**config.mk**
```make
export PLATFORM = sky130hd
export DESIGN_NAME = i2c_target_regfile
export DESIGN_NICKNAME = d
export VERILOG_FILES = /design/src/rtl/i2c_target_regfile.sv
export SDC_FILE = /design/constraint.sdc
export NUM_CORES = 1
export LEC_CHECK = 0
export ABC_AREA = 1
export CAP_MARGIN = 10
export CORE_MARGIN = 2
export CORE_UTILIZATION = 63
export DETAILED_ROUTE_END_ITERATION = 12
export PLACE_DENSITY_LB_ADDON = 0.12
export SLEW_MARGIN = 20
export SYNTH_ARGS = -nofsm -noshare
export SYNTH_HDL_FRONTEND = slang
export SYNTH_SLANG_ARGS = --single-unit
```
**constraint.sdc**
```tcl
create_clock -name clk -period 2.8 [get_ports clk]
set_input_delay 0.84 -clock clk [delete_from_list [all_inputs] [get_ports clk]]
set_output_delay 0.84 -clock clk [all_outputs]
set_load 0.05 [all_outputs]
```
**src/rtl/i2c_target_regfile.sv**
```systemverilog
// I2C target with a 16 x 8 register bank, auto-incrementing register pointer
// and a combinational local read port. SCL/SDA are sampled in the clk domain.
module i2c_target_regfile #(
  parameter logic [6:0] TARGET_ADDR = 7'h50,
  parameter logic [7:0] RESET_FILL  = 8'h00
) (
  input  logic       clk,
  input  logic       rst,
  input  logic       scl_in,
  input  logic       sda_in,
  output logic       sda_drive_low,
  input  logic [3:0] host_addr,
  output logic [7:0] host_rdata,
  output logic       busy,
  output logic       wr_strobe
);

  typedef enum logic [3:0] {
    IDLE, ADDR, ADDR_ACK, PTR, PTR_ACK, WDATA, WDATA_ACK, RDATA, RDATA_ACK
  } state_t;

  state_t     state;
  logic [2:0] bit_cnt;
  logic [7:0] shreg;
  logic       rw;
  logic       ack_ph;
  logic [3:0] ptr;
  logic [7:0] regs [16];

  logic scl_p0, scl_p1, scl_p2;
  logic sda_p0, sda_p1, sda_p2;

  // Two synchronizer stages (_p0, _p1) plus one history stage (_p2); idle-high on reset
  always_ff @(posedge clk) begin
    if (rst) begin
      scl_p0 <= 1'b1;
      scl_p1 <= 1'b1;
      scl_p2 <= 1'b1;
      sda_p0 <= 1'b1;
      sda_p1 <= 1'b1;
      sda_p2 <= 1'b1;
    end else begin
      scl_p0 <= scl_in;
      scl_p1 <= scl_p0;
      scl_p2 <= scl_p1;
      sda_p0 <= sda_in;
      sda_p1 <= sda_p0;
      sda_p2 <= sda_p1;
    end
  end

  // Edge and bus-condition detection on the synchronized levels
  logic scl_rise, scl_fall, sda_rise, sda_fall, start_cond, stop_cond;
  logic [7:0] rx_byte;

  assign scl_rise   = scl_p1 & ~scl_p2;
  assign scl_fall   = ~scl_p1 & scl_p2;
  assign sda_rise   = sda_p1 & ~sda_p2;
  assign sda_fall   = ~sda_p1 & sda_p2;
  assign start_cond = sda_fall & scl_p1;
  assign stop_cond  = sda_rise & scl_p1;
  assign rx_byte    = {shreg[6:0], sda_p1};

  assign host_rdata = regs[host_addr];

  // Protocol FSM: START/STOP override everything; ACK states use ack_ph to
  // separate "assert ACK on first fall" from "finish ACK on second fall".
  always_ff @(posedge clk) begin
    if (rst) begin
      state         <= IDLE;
      bit_cnt       <= 3'd7;
      ack_ph        <= 1'b0;
      ptr           <= 4'd0;
      sda_drive_low <= 1'b0;
      busy          <= 1'b0;
      wr_strobe     <= 1'b0;
      for (int i = 0; i < 16; i++) regs[i] <= RESET_FILL;
    end else begin
      wr_strobe <= 1'b0;
      if (stop_cond) begin
        state         <= IDLE;
        sda_drive_low <= 1'b0;
        busy          <= 1'b0;
      end else if (start_cond) begin
        state         <= ADDR;
        bit_cnt       <= 3'd7;
        sda_drive_low <= 1'b0;
      end else begin
        case (state)
          ADDR: if (scl_rise) begin
            shreg <= rx_byte;
            if (bit_cnt == 3'd0) begin
              if (rx_byte[7:1] == TARGET_ADDR) begin
                state  <= ADDR_ACK;
                rw     <= rx_byte[0];
                busy   <= 1'b1;
                ack_ph <= 1'b0;
              end else begin
                state <= IDLE;
                busy  <= 1'b0;
              end
            end else begin
              bit_cnt <= bit_cnt - 3'd1;
            end
          end
          ADDR_ACK, PTR_ACK, WDATA_ACK: if (scl_fall) begin
            if (!ack_ph) begin
              sda_drive_low <= 1'b1;
              ack_ph        <= 1'b1;
            end else begin
              ack_ph  <= 1'b0;
              bit_cnt <= 3'd7;
              if (state == ADDR_ACK && rw) begin
                shreg         <= regs[ptr];
                sda_drive_low <= ~regs[ptr][7];
                state         <= RDATA;
              end else begin
                sda_drive_low <= 1'b0;
                state         <= (state == ADDR_ACK) ? PTR : WDATA;
              end
            end
          end
          PTR: if (scl_rise) begin
            shreg <= rx_byte;
            if (bit_cnt == 3'd0) begin
              ptr    <= rx_byte[3:0];
              state  <= PTR_ACK;
              ack_ph <= 1'b0;
            end else begin
              bit_cnt <= bit_cnt - 3'd1;
            end
          end
          WDATA: if (scl_rise) begin
            shreg <= rx_byte;
            if (bit_cnt == 3'd0) begin
              regs[ptr] <= rx_byte;
              wr_strobe <= 1'b1;
              ptr       <= ptr + 4'd1;
              state     <= WDATA_ACK;
              ack_ph    <= 1'b0;
            end else begin
              bit_cnt <= bit_cnt - 3'd1;
            end
          end
          RDATA: if (scl_fall) begin
            if (bit_cnt == 3'd0) begin
              sda_drive_low <= 1'b0;
              ptr           <= ptr + 4'd1;
              state         <= RDATA_ACK;
              ack_ph        <= 1'b0;
            end else begin
              bit_cnt       <= bit_cnt - 3'd1;
              shreg         <= {shreg[6:0], 1'b0};
              sda_drive_low <= ~shreg[6];
            end
          end
          RDATA_ACK: begin
            if (!ack_ph) begin
              if (scl_rise) begin
                if (!sda_p1) begin
                  shreg  <= regs[ptr];
                  ack_ph <= 1'b1;
                end else begin
                  state <= IDLE;
                  busy  <= 1'b0;
                end
              end
            end else if (scl_fall) begin
              sda_drive_low <= ~shreg[7];
              bit_cnt       <= 3'd7;
              ack_ph        <= 1'b0;
              state         <= RDATA;
            end
          end
          default: ;
        endcase
      end
    end
  end

endmodule

```
# Word level (Yosys, flattened, before mapping)
# Memory sizes are Yosys's and may differ from the RTL's. A register that Yosys moved wholly into a read port is not among the register bits.
# Index checks and enable logic that the tools add are counted.
[totals]
ff_bits = 30
mem_count = 1
ram_bits = 128
[memory_table]
columns = ["memory", "depth", "word_bits", "rd", "rd_clocked_by_memory_dff", "wr", "line", "rtl"]
rows = [
  ["regs", 16, 8, 2, 1, 16, "28", "logic [7:0] regs [16];"],
]
[classes]
add_sub_neg = 2
n_reduce_logical = 25
mux = 86
bitwise = 16
eq_ne = 49
[ops]
columns = ["cell", "count"]
rows = [
  ["$mux W4", 22],
  ["$mux W8", 10],
  ["$ne A3 B3 Y1 const B", 15],
  ["$ne A2 B2 Y1 const B", 19],
  ["$mux W1", 36],
  ["$pmux W8 S4", 1],
  ["$mux W3", 10],
  ["$reduce_and A14 Y1", 2],
  ["$pmux W4 S6", 1],
  ["$reduce_and A7 Y1", 3],
  ["$eq A4 B3 Y1 const B", 4],
  ["$reduce_and A13 Y1", 1],
  ["$ne A4 B4 Y1 const B", 3],
  ["$pmux W3 S4", 1],
  ["$pmux W4 S3", 1],
  ["$not A1 Y1", 10],
  ["$reduce_bool A5 Y1", 2],
  ["$reduce_and A9 Y1", 1],
  ["$reduce_or A3 Y1", 3],
  ["$eq A4 B2 Y1 const B", 2],
  ["$reduce_and A8 Y1", 1],
  ["$reduce_or A8 Y1", 1],
  ["$eq A7 B7 Y1 const B", 1],
  ["$reduce_bool A7 Y1", 1],
  ["other kinds (19)", 27],
]

# Longest topological paths before layout
[logic_depth]
depth_word = 10
ltp_mapped = 12
depth_no_buf = 11

# Worst setup path after synthesis
# Ideal clock, no wire load.
[synth_path]
path_kind = "input-to-output"
start = "in host_addr[1]"
end = "out host_rdata[6]"
t_arrival_ns = 2.100
path_stages = 7
path_slack_ns = -0.140
cell_sequence = "clkbuf_1 -> buf_2 -> buf_1 -> o211ai_1 -> o211ai_1 -> nand3_1 -> nand2_1"
[synth_via]
elab_chain_cells = 1
[synth_rtl]
columns = ["element", "line", "rtl"]
rows = [
  ["start: declaration", "12", "input logic [3:0] host_addr,"],
  ["$mem_v2 Z16 W8", "--", ""],
  ["end: declaration", "13", "output logic [7:0] host_rdata,"],
]
# No other way between the ends.

# Final worst setup path
[layout_path]
start = "in host_addr[0]"
end = "out host_rdata[1]"
# Same word-level chain as after synthesis.

==> impl_metrics.tcl <==
set metrics [dict create \
    synth_area_per_cell_um2 8.47 \
    hold_slack_ns 0.408 \
    timing.fmax_mhz 352 \
    r2r_cells 8 \
    critPathMaxFanout 19 \
    layout_commonest_cell "nor2_1" \
    pin_count 19 \
    path_cells "clkbuf_16, buf_16, a21oi_1, o21ai_1, o211ai_1, nand3_1, nand2_2, buf_12" \
    setup_violations 2 \
    p_leak_nw 4.75 \
    place_congestion 0.930 \
    cts_sinks 162 \
    fp.dieH_um 124 \
    die_w_um 124 \
    combPwrFrac 0.258 \
    initial_utilization 0.647 \
    clockPowerShare 0.353 \
    grt_pass1_vias 7779 \
    fin_crit_ns 2.84 \
    place_ws_ns -0.169 \
    final_cell_mix "nor2_1, edfxtp_1, nand2_1" \
    fin_util 0.799 \
    seq_area_frac_synth 0.512 \
    cts_buffer_depth 2 \
    synthToLayoutAreaGrowth_pct 23.5 \
    skew_ns 0.00988 \
    drv_cap 0 \
    required_ns 1.96 \
    cts_tree "built" \
    slowest_delay_ns 0.22 \
    clk_latency_ns 0.44 \
    syn_nets 1079 \
    fin_nets 1138 \
    clk_pin_slew_ns 0.06 \
    fin_setup_tns_ns -0.0506 \
    internal-power_w 0.00504 \
    hold_class "flip-flop to flip-flop" \
    htreeDepth 4 \
    min_path_cells 1 \
    wire_per_inst_um 22.2 \
    holdPathEnd "scl_p1" \
    grt_pass1_wl_um 42200 \
    portBuffers 18 \
    wl_um 29200 \
    cts_buffers 17 \
    vias 8609 \
    stdcell_count 1317 \
    dp.cells 1281 \
    drive_gt1_frac 0.198 \
    seq_power_share 0.389 \
    setup_ws_ns -0.0375 \
    worst_path_max_delay_cell "a21oi_1" \
    p_sw_w 0.00246 \
    rsz0062_at_grt "true" \
    cp.arrival_ns 2.00 \
    synth_edf_count 137 \
    overflow 0 \
    outcome "finished with violations" \
    cts_hold_buf 0 \
    ir_drop_mv 0.581 \
    grt_usage 0.376 \
    synth_cells 1065 \
    antenna_cells 0 \
    coreArea_mm2 0.0139 \
    die_area_mm2 0.0153 \
    p_per_area_mw_per_mm2 673 \
    start_kind "primary input" \
    drtIter0Drc 1471 \
    r2r_end "regs[4][6]" \
    via_per_inst 6.54 \
    grt_max_degree 111 \
    ys_ff_latch 162 \
    drt_pass1_iterations 10 \
    hpwl_um 18100 \
    ys_types 39 \
    antenna_found_initial 0 \
    hp-start "scl_p0" \
    drtAntennaViolNets 0 \
    worst-r2r-setup-slack_ns 0.54 \
    num_rows 43 \
    maxSlewViolCount 0 \
    worst_pin_slew_ns 0.728 \
    cts-root-buf "clkbuf_16" \
    async_flop_share 0 \
    synth_ff_type "edfxtp_1" \
    cp-end-kind "output pin" \
    slew_headroom 0.513 \
    finalHoldViolCount 0 \
    timing.rr.start "state[0]" \
    sw_frac_of_total 0.328 \
    drc_errors 0 \
    critical_path_class "primary input to output pin" \
    finalCritPeriodShare 1.01 \
    violations "negative setup slack" \
    syn_area_mm2 0.00902 \
    yosys_warnings 0 \
]
registers in the layout, summed over array words and instances (netlist names), 3 cells and up, named ones only:
name / flops
shreg: 8
bit_cnt: 3
ptr: 4
regs: 128
state: 4
worst max-delay path: cells and delay by family:
| family | cells | cell delay, ns |
|---|---|---|
| compound gates | 3 | 0.49 |
| buf+inv | 3 | 0.45 |
| simple gates | 2 | 0.21 |
how the worst max path moves through the flow:
stage            startpoint            end  cells past startpoint
2_1_floorplan  host_addr[0]  host_rdata[1]                      6
3_3_place_gp   host_addr[2]  host_rdata[0]                      6
3_5_place_dp   host_addr[2]  host_rdata[2]                      6
4_1_cts        host_addr[0]  host_rdata[0]                      9
5_1_grt        host_addr[0]  host_rdata[1]                      8
6_report       host_addr[0]  host_rdata[1]                      8
final cells by class:
class | instances | area [um2]
repair buffers | 100 | 1210
fillers | 907 | 2800
clock buffers | 18 | 429
well taps | 180 | 225
flip-flops and latches | 162 | 4620
multi-input cells | 730 | 3990
inverters | 113 | 427
clock inverters | 14 | 239
logic make-up (layout without fill, tap and decap cells):
| kind of cell | count (synthesis) | in the layout | synth area share |
|---|---|---|---|
| compound gates | 273 | 273 | 0.165 |
| fa+ha+maj | 6 | 6 | 0.00833 |
| simple gates | 438 | 438 | 0.226 |
| xor+xnor | 3 | 3 | 0.00291 |
| buf+inv | 173 | 245 | 0.0754 |
| mux | 10 | 10 | 0.0111 |
| flops | 162 | 162 | 0.512 |
through the flow:
stage	power (W)	area, um2
6_report	0.00749	11100
3_5_place_dp	0.00471	9940
4_1_cts	0.00735	10800
3_3_place_gp	0.00468	9940
5_1_grt	0.00776	11100
2_1_floorplan	0.00411	9040
what timing repair did:
action / 4_1_cts / 5_1_grt
setup buffers: 0 / 1
resized for setup: 50 / 51
gates cloned: 3 / 6
endpoints found under the setup margin: 8 / 8
pin swaps: 16 / 19
cells in the mapped netlist, drive strengths merged, types with 3 or more instances:
| cell | number | area [um2] |
|---|---|---|
| a21oi | 92 | 460 |
| a31oi | 3 | 18.8 |
| buf | 17 | 90.1 |
| clkbuf | 43 | 163 |
| clkinv | 10 | 37.5 |
| dfxtp | 25 | 500 |
| edfxtp | 137 | 4110 |
| ha | 6 | 75.1 |
| inv | 103 | 389 |
| mux2i | 10 | 100 |
| nand2 | 164 | 741 |
| nand3 | 54 | 288 |
| nand4 | 10 | 62.6 |
| nor2 | 197 | 867 |
| nor3 | 4 | 20.0 |
| nor4 | 3 | 18.8 |
| o211ai | 30 | 225 |
| o21ai | 135 | 679 |
| o221ai | 8 | 70.1 |
| o22ai | 4 | 25.0 |
| or2 | 5 | 31.3 |
power groups by stage:
| stage | Combinational [W] | Sequential [W] | Clock, W |
|---|---|---|---|
| after floorplan | 0.00118 | 0.00292 | 0 |
| after global placement | 0.00174 | 0.00294 | 0 |
| after detailed placement | 0.00176 | 0.00295 | 0 |
| after CTS | 0.00181 | 0.00290 | 0.00264 |
| after global routing | 0.00210 | 0.00292 | 0.00274 |
| final | 0.00193 | 0.00291 | 0.00265 |
per-layer routing:
layer | vias to the layer above | part of all wire | track usage
met5 | - | 0 | 0
met4 | 0 | 0.055 | 0.152
met3 | 179 | 0.14 | 0.0943
met2 | 749 | 0.45 | 0.588
met1 | 3932 | 0.36 | 0.503
li1 | 3749 | - | -
(Power assumes the default switching activity.)
